### src/rtl/sprite_rom_arbiter.sv
// Round-robin arbiter sharing one synchronous sprite/tile ROM port among N_REQ requesters.
// Define SPRITE_ARB_FIXED_PRIO_EN to replace round-robin with fixed lowest-index priority.
module sprite_rom_arbiter #(
    parameter int unsigned N_REQ   = 4,
    parameter int unsigned ADDR_W  = 12,
    parameter int unsigned DATA_W  = 24,
    parameter int unsigned ROM_LAT = 1
) (
    input  logic                    i_clk,
    input  logic                    i_rst,
    input  logic                    i_en,
    input  logic [N_REQ-1:0]        i_req,
    input  logic [N_REQ*ADDR_W-1:0] i_addr,
    output logic [N_REQ-1:0]        o_gnt,
    output logic                    o_rom_en,
    output logic [ADDR_W-1:0]       o_rom_addr,
    input  logic [DATA_W-1:0]       i_rom_data,
    output logic [DATA_W-1:0]       o_rdata,
    output logic [N_REQ-1:0]        o_rvalid,
    input  logic                    i_clr,
    output logic [15:0]             o_conflicts
);

    localparam int unsigned IDX_W = $clog2(N_REQ);

    if (N_REQ < 2 || N_REQ > 8) begin : g_chk_nreq
        $error("sprite_rom_arbiter: N_REQ must be in 2..8");
    end
    if (ROM_LAT < 1 || ROM_LAT > 3) begin : g_chk_lat
        $error("sprite_rom_arbiter: ROM_LAT must be in 1..3");
    end

    logic                          gnt_any;
    logic [IDX_W-1:0]              gnt_idx;
    logic [3:0]                    req_cnt;
    logic                          contended;

    logic [ROM_LAT:0]              tag_vld_q, tag_vld_d;
    logic [ROM_LAT:0][IDX_W-1:0]   tag_idx_q, tag_idx_d;
    logic [ADDR_W-1:0]             rom_addr_q, rom_addr_d;
    logic [DATA_W-1:0]             rdata_q, rdata_d;
    logic [N_REQ-1:0]              rvalid_q, rvalid_d;
    logic [15:0]                   conflicts_q, conflicts_d;

`ifdef SPRITE_ARB_FIXED_PRIO_EN
    always_comb begin
        gnt_any = 1'b0;
        gnt_idx = '0;
        if (i_rst && i_en) begin
            // Descending scan so the lowest requesting index is the last write.
            for (int unsigned i = N_REQ; i > 0; i--) begin
                if (i_req[i-1]) begin
                    gnt_any = 1'b1;
                    gnt_idx = IDX_W'(i - 1);
                end
            end
        end
    end
`else
    logic [IDX_W-1:0] rr_ptr_q, rr_ptr_d;
    logic [IDX_W-1:0] cand;

    always_comb begin
        gnt_any = 1'b0;
        gnt_idx = '0;
        cand    = '0;
        if (i_rst && i_en) begin
            for (int unsigned i = 0; i < N_REQ; i++) begin
                cand = IDX_W'((32'(rr_ptr_q) + i) % N_REQ);
                if (!gnt_any && i_req[cand]) begin
                    gnt_any = 1'b1;
                    gnt_idx = cand;
                end
            end
        end
    end

    always_comb begin
        rr_ptr_d = rr_ptr_q;
        if (gnt_any) begin
            rr_ptr_d = (gnt_idx == IDX_W'(N_REQ - 1)) ? '0 : gnt_idx + 1'b1;
        end
    end

    always_ff @(posedge i_clk or negedge i_rst) begin
        if (!i_rst) begin
            rr_ptr_q <= '0;
        end else begin
            rr_ptr_q <= rr_ptr_d;
        end
    end
`endif

    assign o_gnt = gnt_any ? (N_REQ'(1) << gnt_idx) : '0;

    always_comb begin
        req_cnt = '0;
        for (int unsigned i = 0; i < N_REQ; i++) begin
            req_cnt = req_cnt + 4'(i_req[i]);
        end
        contended = i_en && (req_cnt >= 4'd2);
    end

    always_comb begin
        tag_vld_d  = {tag_vld_q[ROM_LAT-1:0], gnt_any};
        tag_idx_d  = {tag_idx_q[ROM_LAT-1:0], gnt_idx};
        rom_addr_d = gnt_any ? i_addr[gnt_idx*ADDR_W +: ADDR_W] : rom_addr_q;
        // Last tag stage lines up with the cycle the ROM word is valid.
        rdata_d    = tag_vld_q[ROM_LAT] ? i_rom_data : rdata_q;
        rvalid_d   = tag_vld_q[ROM_LAT] ? (N_REQ'(1) << tag_idx_q[ROM_LAT]) : '0;

        conflicts_d = conflicts_q;
        if (i_clr) begin
            conflicts_d = '0;
        end else if (contended && conflicts_q != '1) begin
            conflicts_d = conflicts_q + 16'd1;
        end
    end

    always_ff @(posedge i_clk or negedge i_rst) begin
        if (!i_rst) begin
            tag_vld_q   <= '0;
            tag_idx_q   <= '0;
            rom_addr_q  <= '0;
            rdata_q     <= '0;
            rvalid_q    <= '0;
            conflicts_q <= '0;
        end else begin
            tag_vld_q   <= tag_vld_d;
            tag_idx_q   <= tag_idx_d;
            rom_addr_q  <= rom_addr_d;
            rdata_q     <= rdata_d;
            rvalid_q    <= rvalid_d;
            conflicts_q <= conflicts_d;
        end
    end

    assign o_rom_en    = tag_vld_q[0];
    assign o_rom_addr  = rom_addr_q;
    assign o_rdata     = rdata_q;
    assign o_rvalid    = rvalid_q;
    assign o_conflicts = conflicts_q;

endmodule

### config.mk
export PLATFORM = sky130hd
export DESIGN_NAME = sprite_rom_arbiter
export DESIGN_NICKNAME = d
export VERILOG_FILES = /design/src/rtl/sprite_rom_arbiter.sv
export SDC_FILE = /design/constraint.sdc
export NUM_CORES = 1
export LEC_CHECK = 0
export ABC_AREA = 1
export BUFFER_PORTS_ARGS = -buffer_cell sky130_fd_sc_hd__buf_4
export CAP_MARGIN = 20
export CORE_UTILIZATION = 52
export DETAILED_ROUTE_END_ITERATION = 8
export HOLD_SLACK_MARGIN = 0.15
export PLACE_DENSITY = 0.86
export SKIP_CTS_REPAIR_TIMING = 1
export SLEW_MARGIN = 0
export SYNTH_ARGS = -nofsm -noshare
export SYNTH_HDL_FRONTEND = slang
export SYNTH_SLANG_ARGS = --single-unit
### constraint.sdc
create_clock -name i_clk -period 5.1 [get_ports i_clk]
set_input_delay 0.255 -clock i_clk [delete_from_list [all_inputs] [get_ports i_clk]]
set_output_delay 0.255 -clock i_clk [all_outputs]
set_load 0.02 [all_outputs]
[Word level (Yosys, flattened, before mapping)]
Index checks and enable logic that the tools add are counted.
Storage, ports and cells
  RAM bits: 0
  memories kept: 0
  register bits: 64
  bits in latches: 0
  bits in read-only memories: 0
Operators by class
  equal/unequal tests: 2
  divide/modulo/power cells: 0
  reduce and logical (&&, ||, !) cells: 10
  add/subtract/negate cells: 8
  shifts and indexed selects: 3
  multiplexer cells: 26
  bitwise gates (word level): 0
  multipliers: 1
  magnitude comparators: 5
Operators by type and width (count)
  48-bit by 7-bit indexed part select with 12-bit output: 1
  16-bit 2-to-1 mux: 2
  16-bit by 1-bit adder with 16-bit output, second input constant: 1
  16-bit != test, second input constant: 1
  2-bit by 3-bit < comparator with 1-bit output, second input constant: 4
  1-bit 2-to-1 mux: 12
  2-bit 2-to-1 mux: 6
  1-bit binary-select mux with 2-bit select: 4
  4-bit 2-to-1 mux: 2
  1-bit by 2-bit << shifter with 4-bit output, first input constant: 2
  1-bit logical AND: 6
  2-bit by 1-bit adder with 2-bit output, second input constant: 2
  2-bit adder, second input constant: 2
  3-bit by 1-bit adder with 4-bit output: 1
  4-bit by 2-bit >= comparator with 1-bit output, second input constant: 1
  2-bit by 2-bit multiplier with 4-bit output, second input constant: 1
  2-bit by 1-bit adder with 3-bit output: 1
  1-bit zero test: 3
  1-bit by 1-bit adder with 2-bit output: 1
  2-bit equality test, second input constant: 1
  2-bit nonzero test: 1

[Longest topological paths before layout]
  depth after elaboration: 18
  gate-level depth with buffers: 16
  mapped depth without buffers: 14

[Least setup slack after synthesis]
Ideal clock, no wire load.
  path kind: reg-to-output
  from: reg rr_ptr_q[0]
  to: out o_gnt[1]
  buffers on the path: 2
  data arrival time: 1.913 ns
  slack: 2.932 ns
  required time: 4.845 ns
  cell stages (with the launch flop): 17
  cell sequence: dfrtp_1 -> buf_6 -> inv_4 -> nand2_1 -> nand2_2 -> nand2_1 -> nand2_1 -> nand2_1 -> nand2_1 -> nand2_1 -> nand2_2 -> nand2_8 -> buf_6 -> inv_1 -> ha_1 -> inv_1 -> nor2_1
Between the ends
  word-level cells in the longest chain between the ends: 18
  elaborated cells on any way between the ends: 32
  those cells by class: add/sub (3); shift (1); mux (22); reduce/logical (6)
RTL lines
  from (decl): RTL line 60  | logic [IDX_W-1:0] rr_ptr_q, rr_ptr_d;
  from (signal assigned): RTL line 89  | rr_ptr_q <= rr_ptr_d;
  1-bit binary-select mux with 2-bit select: RTL line 70  | if (!gnt_any && i_req[cand]) begin
  1-bit 2-to-1 mux (implied by the code): RTL line 70
  1-bit 2-to-1 mux: RTL line 70
  1-bit 2-to-1 mux: RTL line 67  | if (i_rst && i_en) begin
  1-bit zero test: RTL line 70
  1-bit logical AND: RTL line 70
  1-bit 2-to-1 mux: RTL line 70
  1-bit 2-to-1 mux: RTL line 67
  [3 not listed]
  1-bit 2-to-1 mux: RTL line 67
  1-bit zero test: RTL line 70
  1-bit logical AND: RTL line 70
  2-bit 2-to-1 mux (*): RTL line 70
  2-bit 2-to-1 mux (*): RTL line 67
  net gnt_idx[0]: RTL line 34  | logic [IDX_W-1:0] gnt_idx;
  1-bit by 2-bit << shifter with 4-bit output (*): RTL line 94  | assign o_gnt = gnt_any ? (N_REQ'(1) << gnt_idx) : '0;
  4-bit 2-to-1 mux (*): RTL line 94
  to (decl): RTL line 14  | output logic [N_REQ-1:0] o_gnt,
Mark *: on every way through the listed nets, which the timed path passes. The rest lies on a longest branch. The select of a mux whose other input is x is not followed.

[Worst setup path after layout]
  from: in i_rst
  to: out o_gnt[1]
Between the ends
  word-level cells in the longest chain between the ends: 4
  elaborated cells on any way between the ends: 5
  those cells by class: shift (1); mux (3); reduce/logical (1)
RTL lines
  from (decl): RTL line 10  | input logic i_rst,
  1-bit logical AND: RTL line 67
  2-bit 2-to-1 mux: RTL line 67
  net gnt_idx[0]: RTL line 34
  1-bit by 2-bit << shifter with 4-bit output: RTL line 94
  4-bit 2-to-1 mux: RTL line 94
The timed path passes the listed nets, and every way through them passes these cells.

==> results.yml <==
clocking:
  clk_path_buf_depth: 2
  cts_buffers: 9
  path_clk_slew_ns: 0.06
  cts.sinks: 64
  cts_tree: "built"
  root_buffer: "clkbuf_8"
  worstSkewPairLatency_ns: 0.34
  htreeDepth: 3
yosys:
  syn_area_um2: 3370
  ys.warnings.count: 0
  yosys.cell_types.count: 30
  yosys-top-cells-area: "dfrtp_1 (47%), nand2_1 (19%), nand3_1 (11%)"
  synth.top_cell.area_share_pct: 47.5
  synth_fp_nets: 533
  syn_area_per_cell_um2: 7.54
  ys_ff_latch: 64
  synth_cells: 447
  synth_top_area_cell: "dfrtp_1"
  synth_seq_area_share_pct: 47.5
placed_design:
  port_buffers: 140
  placed_area_um2: 4400
  dp_cells: 645
  hpwlAfterDp_um: 6320
  place.gp.congestion: 0.875
global_routing:
  grt_max_degree: 66
  grt-ovfl-total: 0
  grt_pass1_vias: 3131
  antenna_found_initial: 0
  grt_pass1_wl_um: 13000
  gr-usage-all-layers_pct: 25.6
critical_path:
  cp_num_buf_inv: 7
  cp.arrival_ns: 3.01
  critPathSlowestCell: "buf_4"
  cp-end-kind: "output port"
  cp_max_fo: 65
  critPathKind: "in -> out"
  worstPathCellList: "dlygate4sd3_1 > buf_4 > nand2_1 > inv_1 > nand2_4 > inv_4 > nand2_8 > inv_1 > ha_1 > inv_1 > nor2_1 > buf_4"
  cp_common_cell: "inv_1"
  crit_required_ns: 4.85
  max_stage_delay_ns: 0.62
  critical-path-top-delay-family: "buffers and inverters"
  cp-start-kind: "primary input"
floorplanning:
  die_y_um: 82.5
  start_util_pct: 55.3
  core_um2: 6100
  die_area_um2: 6810
  ioPinCount: 141
  num_rows: 28
  die_w_um: 82.5
drt:
  routed_wl_um: 9030
  drc: 0
  wire_per_inst_um: 13.2
  drt_first_pass_iters: 6
  viasPerCell: 5.16
  via_count: 3532
  drt_iter0_markers: 187
  antenna_left: 0
cells_and_area:
  seq_area_um2: 1600
  multi_input_area_um2: 1510
  n_antenna_cell: 0
  area_growth_syn_to_layout_pct: 44.4
  drive_gt1_share_pct: 27.9
  fill_cells: 422
  fin_nets: 690
  layout.cells.non_filler: 684
  final_cell_area_um2: 4870
power:
  ir_drop_v: 0.000362
  cellLeakagePower_uw: 0.00263
  powerDensity_nw_per_um2: 458
timing:
  fin_tns_setup_ns: 0
  setup_viol: 0
  final-hold-violation-count: 0
  fin_crit_sh_pct: 64.1
  slew_headroom_pct: 46.6
  slew_viol_final: 0
  rsz0062_at_grt: "false"
  period_needed_ns: 3.27
  fmax_mhz: 306
  fin_worst_skew_ns: 0.00548
  tightestPinTransition_ns: 0.800
worst_hold_path:
  min_path_type: "in -> reg"
job:
  maxCapViolCount: 0
status:
  status: "finished clean"
cell families (layout without fill, tap and decap cells):
| kind of cell | after synthesis | in the layout | synth area share [%] |
|---|---|---|---|
| flops | 64 | 64 | 47.5 |
| buf+inv | 54 | 216 | 7.61 |
| fa+ha+maj | 6 | 6 | 2.45 |
| simple gates | 300 | 300 | 38.6 |
| compound gates | 23 | 23 | 3.82 |
cell type report:
type	count	share of cell area [%]
well taps	75	1.93
inverters	37	2.95
clock inverters	6	2.21
flip-flops and latches	64	32.9
clock buffers	10	2.62
multi-input cells	329	31.1
repair buffers	163	26.3
cell usage after synthesis (all sizes together):
library cell and n:
a211oi 1, a21oi 9, a221oi 1, a31o 1, a41oi 1, and3 1
buf 11, clkbuf 6, dfrtp 64, fa 1, ha 5, inv 37
nand2 181, nand3 73, nand3b 1, nand4 3, nor2 27, nor3 11
nor3b 1, nor4 2, o21ai 10
state kept, by name, summed over array words and instances (netlist names):
register	count
o_conflicts	16
o_rdata	24
o_rom_addr	12
o_rvalid	4
rr_ptr_q	2
tag_idx_d	2
tag_idx_q	2
tag_vld_q	2
worst register-to-register path, stage by stage, from the launching register on:
cell	delay, ns
dfrtp_1	0.55
inv_4	0.11
nand2_1	0.12
nand3_1	0.09
nand2_1	0.12
inv_1	0.09
nand3_2	0.10
nand2_4	0.13
inv_4	0.32
nand2_8	0.20
inv_1	0.17
ha_1	0.24
nand2_1	0.06
o21ai_0	0.07
per-layer routing:
metal / wire length [um] / track usage, % / vias up
li1: - / - / 1742
met1: 3540 / 28.1 / 1624
met2: 4520 / 44.7 / 149
met3: 777 / 8.24 / 17
met4: 188 / 11.9 / 0
met5: 0 / 0 / -
cell usage in the layout, fill, tap and decap left out:
cell,count
o21ai_0,10
fa_1,1
inv_4,2
nor3b_1,1
clkbuf_1,1
nand3b_1,1
clkbuf_8,9
ha_1,5
nand2_2,5
buf_4,140
nor3_1,11
nand2_1,174
dlygate4sd3_1,23
nand3_2,1
a211oi_1,1
bufinv_16,3
dfrtp_1,64
nor2_1,26
a221oi_1,1
nor2_4,1
a21oi_1,9
nand3_1,72
a31o_2,1
a41oi_1,1
nand2_8,1
inv_2,3
inv_1,32
nor4_1,2
nand2_4,1
clkinvlp_4,1
nand4_1,3
clkinv_2,2
and3_1,1
path summary, 6_finish.rpt:
path / start / to / slack (ns) / depth (start not counted)
hold reg to reg: tag_idx_d[3] / tag_idx_q[3] / 0.35 / 0
hold / removal: i_rom_data[20] / o_rdata[20] / 0.13 / 3
setup reg to reg: rr_ptr_q[0] / rr_ptr_q[1] / 2.58 / 13
min in group asynchronous: i_rst / o_conflicts[3] / 0.55 / 2
max in group asynchronous: i_rst / tag_idx_d[3] / 4.04 / 2
setup / recovery: i_rst / o_gnt[1] / 1.83 / 12
metrics by stage:
step	util, %	hold slack (ns)	power (uW)	setup slack, ns
6_report	79.9	0.132	2230	1.83
5_1_grt	79.9	0.151	2390	1.47
4_1_cts	76.1	0.0158	2220	1.99
3_5_place_dp	72.2	0.336	1700	2.32
3_3_place_gp	72.2	0.332	1670	2.40
2_1_floorplan	-	-0.0406	1380	2.93
where the power goes:
group          internal, uW  switching, uW  total (uW)
Clock                   323            190         512
Combinational           362            610         972
Sequential              643            102         744
Total                  1330            901        2230
Power figures use the tool's default switching activity.
